File: src/rtl/z80_bus_pkg.sv
// Shared types and defaults for the Z80 bus arbiter and its round-robin picker.
package z80_bus_pkg;

  localparam int unsigned NREQ_DEF     = 2;
  localparam int unsigned MAX_HOLD_DEF = 256;
  localparam int unsigned CPU_GAP_DEF  = 4;

  typedef enum logic [2:0] {
    IDLE    = 3'd0,
    REQUEST = 3'd1,
    GRANTED = 3'd2,
    RELEASE = 3'd3,
    GAP     = 3'd4
  } arb_state_t;

  // Index width for an n-entry vector; never narrower than one bit.
  function automatic int unsigned idx_w(input int unsigned n);
    return (n > 1) ? $clog2(n) : 1;
  endfunction

endpackage

File: src/rtl/z80_rr_pick.sv
// Combinational round-robin picker: first set request at or after (last+1) mod NREQ.
module z80_rr_pick
  import z80_bus_pkg::*;
#(
  parameter int unsigned NREQ = NREQ_DEF,
  parameter int unsigned IW   = idx_w(NREQ_DEF)
) (
  input  logic [NREQ-1:0] req,
  input  logic [IW-1:0]   last,
  output logic [NREQ-1:0] pick,
  output logic [IW-1:0]   pick_idx,
  output logic            any
);

  always_comb begin
    pick     = '0;
    pick_idx = '0;
    any      = 1'b0;
    for (int unsigned k = 1; k <= NREQ; k++) begin
      int unsigned idx;
      idx = (32'(last) + k) % NREQ;
      if (!any && req[IW'(idx)]) begin
        any              = 1'b1;
        pick[IW'(idx)]   = 1'b1;
        pick_idx         = IW'(idx);
      end
    end
  end

endmodule

File: src/rtl/z80_bus_arbiter.sv
// Shares the Z80 bus between the CPU and NREQ requesters via nBUSRQ/nBUSACK,
// with round-robin fairness, a per-tenure hold limit and a guaranteed CPU gap.
module z80_bus_arbiter
  import z80_bus_pkg::*;
#(
  parameter int unsigned NREQ     = NREQ_DEF,
  parameter int unsigned MAX_HOLD = MAX_HOLD_DEF,
  parameter int unsigned CPU_GAP  = CPU_GAP_DEF
) (
  input  logic            CLK,
  input  logic            nRESET,
  input  logic [NREQ-1:0] req,
  output logic [NREQ-1:0] grant,
  output logic            bus_own,
  output logic            timeout,
  output logic            nBUSRQ,
  input  logic            nBUSACK
);

  localparam int unsigned IW = idx_w(NREQ);
  localparam int unsigned HW = $clog2(MAX_HOLD + 1);
  localparam int unsigned GW = (CPU_GAP > 0) ? $clog2(CPU_GAP + 1) : 1;
  localparam logic [HW-1:0] HOLD_MAX = HW'(MAX_HOLD);
  localparam logic [GW-1:0] GAP_LAST = GW'((CPU_GAP > 0) ? CPU_GAP - 1 : 0);

  arb_state_t      r_state, w_state_nx;
  logic [NREQ-1:0] r_grant, w_grant_nx;
  logic            r_bus_own;
  logic            r_timeout, w_timeout_nx;
  logic            r_nbusrq, w_nbusrq_nx;
  logic [IW-1:0]   r_last, w_last_nx;
  logic [HW-1:0]   r_hold, w_hold_nx;
  logic [GW-1:0]   r_gap, w_gap_nx;

  logic [NREQ-1:0] w_pick;
  logic [IW-1:0]   w_pick_idx;
  logic            w_any;
  logic            w_owner_req;

  z80_rr_pick #(
    .NREQ (NREQ),
    .IW   (IW)
  ) u_pick (
    .req      (req),
    .last     (r_last),
    .pick     (w_pick),
    .pick_idx (w_pick_idx),
    .any      (w_any)
  );

  assign w_owner_req = |(req & r_grant);

  // Next-state and next-output logic; everything below is registered.
  always_comb begin
    w_state_nx   = r_state;
    w_grant_nx   = r_grant;
    w_timeout_nx = 1'b0;
    w_nbusrq_nx  = r_nbusrq;
    w_last_nx    = r_last;
    w_hold_nx    = r_hold;
    w_gap_nx     = r_gap;

    case (r_state)
      IDLE: begin
        w_grant_nx  = '0;
        w_nbusrq_nx = 1'b1;
        if (|req) begin
          w_state_nx  = REQUEST;
          w_nbusrq_nx = 1'b0;
        end
      end
      REQUEST: begin
        if (!nBUSACK) begin
          if (w_any) begin
            w_state_nx = GRANTED;
            w_grant_nx = w_pick;
            w_last_nx  = w_pick_idx;
            w_hold_nx  = HW'(1);
          end else begin
            w_state_nx  = RELEASE;
            w_nbusrq_nx = 1'b1;
          end
        end
      end
      GRANTED: begin
        // A voluntary release wins over a timeout landing on the same edge.
        if (!w_owner_req) begin
          w_state_nx  = RELEASE;
          w_grant_nx  = '0;
          w_nbusrq_nx = 1'b1;
        end else if (r_hold == HOLD_MAX) begin
          w_state_nx   = RELEASE;
          w_grant_nx   = '0;
          w_nbusrq_nx  = 1'b1;
          w_timeout_nx = 1'b1;
        end else begin
          w_hold_nx = r_hold + HW'(1);
        end
      end
      RELEASE: begin
        if (nBUSACK) begin
          w_hold_nx = '0;
          w_gap_nx  = '0;
          w_state_nx = (CPU_GAP > 0) ? GAP : IDLE;
        end
      end
      GAP: begin
        if (r_gap == GAP_LAST) begin
          w_state_nx = IDLE;
          w_gap_nx   = '0;
        end else begin
          w_gap_nx = r_gap + GW'(1);
        end
      end
      default: begin
        w_state_nx  = IDLE;
        w_grant_nx  = '0;
        w_nbusrq_nx = 1'b1;
      end
    endcase
  end

  always_ff @(posedge CLK or negedge nRESET) begin
    if (!nRESET) begin
      r_state   <= IDLE;
      r_grant   <= '0;
      r_bus_own <= 1'b0;
      r_timeout <= 1'b0;
      r_nbusrq  <= 1'b1;
      r_last    <= IW'(NREQ - 1);
      r_hold    <= '0;
      r_gap     <= '0;
    end else begin
      r_state   <= w_state_nx;
      r_grant   <= w_grant_nx;
      r_bus_own <= |w_grant_nx;
      r_timeout <= w_timeout_nx;
      r_nbusrq  <= w_nbusrq_nx;
      r_last    <= w_last_nx;
      r_hold    <= w_hold_nx;
      r_gap     <= w_gap_nx;
    end
  end

  assign grant   = r_grant;
  assign bus_own = r_bus_own;
  assign timeout = r_timeout;
  assign nBUSRQ  = r_nbusrq;

endmodule

File: config.mk
export PLATFORM = sky130hd
export DESIGN_NAME = z80_bus_arbiter
export DESIGN_NICKNAME = d
export VERILOG_FILES = /design/src/rtl/z80_bus_pkg.sv /design/src/rtl/z80_rr_pick.sv /design/src/rtl/z80_bus_arbiter.sv
export SDC_FILE = /design/constraint.sdc
export NUM_CORES = 1
export LEC_CHECK = 0
export BUFFER_PORTS_ARGS = -buffer_cell sky130_fd_sc_hd__buf_2
export CORE_UTILIZATION = 58
export DETAILED_ROUTE_END_ITERATION = 16
export PLACE_DENSITY = 0.76
export SLEW_MARGIN = 20
export SYNTH_ARGS = -nofsm -noshare
export SYNTH_HDL_FRONTEND = slang
export SYNTH_HIERARCHICAL = 1
export SYNTH_SLANG_ARGS = --single-unit
export TNS_END_PERCENT = 1
File: constraint.sdc
create_clock -name CLK -period 1.9 [get_ports CLK]
set_input_delay 0.38 -clock CLK [delete_from_list [all_inputs] [get_ports CLK]]
set_output_delay 0.38 -clock CLK [all_outputs]
set_load 0.02 [all_outputs]
==> run summary <==
Detailed Routing Iterations Pass 1: 4
R2R setup slack: 160 ps
Most used DFF post-synth: dfrtp_1
worst r2r dst: r_hold[7]
switch share: 40.5%
#FFs+latches synth: 21
RR Startpoint: r_hold[5]
Critical Path Fanout Max: 7
CP Class: reg2reg
Die Ht: 47.7 um
number of setup violations in the final report: 0
Pwr Density: 1340 mW/mm2
Reg2Reg Depth: 5
CTS tree: built
area delta synth->final: 12.9%
ys async rst share: 100%
maxcap violations: 0
largest net degree at the start of global routing: 22
fillers: 162
Req. time, crit path: 2130 ps
CP bufs+invs: 1
vias per cell: 6.17
Sw Pwr: 0.000744 W
clk_lat worst skew: 300 ps
clk buf depth: 2
Crit path max-delay family: compound AO/OA/AOI/OAI gates
mean post-synth cell area: 9.71 um2
placed cells: 166
global-route usage over all layers: 26.0%
root buf cell: clkbuf_4
Worst Tran Pin Value: 492 ps
Final ANT Viol Nets: 0
num ports: 10
IO buf count: 9
average wire per standard cell: 15.4 um
Post-synth EDFFs: 0
vias: 1,062
commonest non-fill, non-tap cell in the layout: dfrtp_1
gr ovfl total: 0
period utilization: 91.5%
Lkg Pwr: 0.632 nW
first-pass GRT wire length: 4090 um
Slowest-stage cell, CP: dfrtp_1
final net count: 154
status: completed
Int Power: 0.00109 W
share of cells above drive strength 1: 22.1%
clk slew on worst S/H paths: 110 ps
Critical Path Source Type: flop
combinational share of power: 51.7%
crit path cell chain: nor4_4, a21boi_1, o221a_1, buf_4, a31oi_1
routability-driven placement congestion ratio: 0.849
slowest cell delay on critical path: 480 ps
Netlist cell types: 43
CP Capture Type: flop
Clock Power Share: 11.7%
Peak Freq: 575 MHz
Final Skew: 4.41 ps
Syn Inst Count: 125
unrepaired setup endpoints after global routing: false
DP HPWL: 1930 um
HP Class: in2async
mapped cell area: 0.00121 mm2
initial antenna violation count: 0
core box area: 0.00196 mm2
Die Width: 47.7 um
Flop pwr share: 36.6%
clock sink count: 21
syn_nets: 133
most frequent cells in the layout: dfrtp_1 (19), nand2_1 (15), buf_4 (11), buf_2 (9), a21oi_1 (8)
Worst EP arrival: 1970 ps
number of cell rows: 16
total CTS buffers: 3
Die ar.: 0.00228 mm2
relative slew slack: 67.0%
H-tree depth: 1
Starting Density: 61.9%
yosys warns: 6
peak supply drop: 924 uV
Setup TNS: 0 ps
Seq/Total Area, Yosys: 43.5%
shortest period the worst path allows: 1740 ps
Post-Route WL: 2640 um
diode count: 0
final hold viol count: 0
number of global-route vias before repair: 916
Initial DRC Count: 35
Final Max Tran Viols: 0
Core Util, Final: 69.8%
drt drc: 0
hold_buf cts: 0
fin cells: 172
-- cell usage after synthesis, types with 2 or more instances --
library cell | instances | area, um2
dfrtp_1 | 19 | 475
nand2_1 | 15 | 56.3
a21oi_1 | 8 | 40.0
a31oi_1 | 6 | 37.5
nor2_1 | 6 | 22.5
o21ai_0 | 6 | 30.0
nand3_1 | 5 | 25.0
a41oi_1 | 4 | 35.0
and3_1 | 4 | 25.0
inv_1 | 4 | 15.0
o22ai_1 | 4 | 25.0
a22o_1 | 3 | 26.3
ha_1 | 3 | 37.5
a21boi_0 | 2 | 15.0
a21boi_1 | 2 | 15.0
and2b_1 | 2 | 15.0
buf_6 | 2 | 22.5
dfstp_2 | 2 | 52.6
nor3_1 | 2 | 10.0
o21a_1 | 2 | 15.0
or2_2 | 2 | 12.5
-- registers in the layout (all words and copies together), names as in the netlist --
name	flops
bus_own	1
nBUSRQ	1
timeout	1
grant	2
r_state	3
r_hold	9
r_last	1
r_gap	3
-- per-layer routing --
metal / global-route usage (%) / vias up / share of wire (%)
met5: 0 / - / 0
li1: - / 514 / -
met1: 34.7 / 523 / 46
met4: 8.33 / 0 / 0.79
met2: 43.5 / 21 / 51
met3: 3.40 / 4 / 2.7
-- cells by family after synthesis --
family                     Yosys count  share of synthesized area [%]
buffers and inverters                8                           3.81
adders and majority gates            3                           3.09
AOI/OAI and AO/OA                   44                           25.3
muxes                                3                           2.99
DFF                                 21                           43.5
and+or+nand+nor                     45                           20.6
xor gates and xnor gates             1                          0.722
-- final cells by class --
type / instances / area (um2) / area share [%]
Tap cell: 27 / 33.8 / 2.47
Multi-Input combinational cell: 96 / 639 / 46.7
Sequential cell: 21 / 528 / 38.5
Inverter: 4 / 15.0 / 1.10
Timing Repair Buffer: 20 / 128 / 9.32
Clock buffer: 4 / 26.3 / 1.92
-- worst register-to-register path, stage by stage, from the launching register on --
cell	delay (ps)
dfrtp_1	480
nor4_4	400
a21boi_1	120
o221a_1	310
buf_4	180
a31oi_1	180
-- power groups by stage --
stage	combinational (W)	clock (W)	sequential, W
after CTS	0.000919	0.000222	0.000676
after global routing	0.00105	0.000242	0.000693
final	0.000950	0.000214	0.000673
after global placement	0.000879	0	0.000679
after floorplan	0.000644	0	0.000708
after detailed placement	0.000905	0	0.000685
-- worst max-delay path by stage --
| stage | from | to | slack [ps] | depth (start not counted) |
|---|---|---|---|---|
| after floorplan | r_hold[0] | r_hold[0] | 180 | 7 |
| after global placement | r_hold[1] | r_hold[0] | 200 | 6 |
| after detailed placement | r_hold[1] | r_hold[1] | 150 | 7 |
| after CTS | r_hold[1] | r_hold[1] | 130 | 7 |
| after global routing | r_hold[5] | r_hold[6] | 40 | 5 |
| final | r_hold[5] | r_hold[7] | 160 | 5 |
-- metrics by stage --
stage | worst slack, ps | hold slack, ps | cell area (um2) | total power [W]
2_1_floorplan | 182 | 84.4 | 1210 | 0.00135
3_3_place_gp | 205 | 351 | 1330 | 0.00156
3_5_place_dp | 154 | 362 | 1330 | 0.00159
4_1_cts | 128 | 19.1 | 1360 | 0.00182
5_1_grt | 39.5 | 28.2 | 1370 | 0.00199
6_report | 161 | 2.16 | 1370 | 0.00184
-- timing repair --
action / 4_1_cts / 5_1_grt
endpoints found under the setup margin: 0 / 2
gates resized for setup: 0 / 0
buffers inserted: 0 / 2
Note: power is estimated with default switching activity, not from simulation.
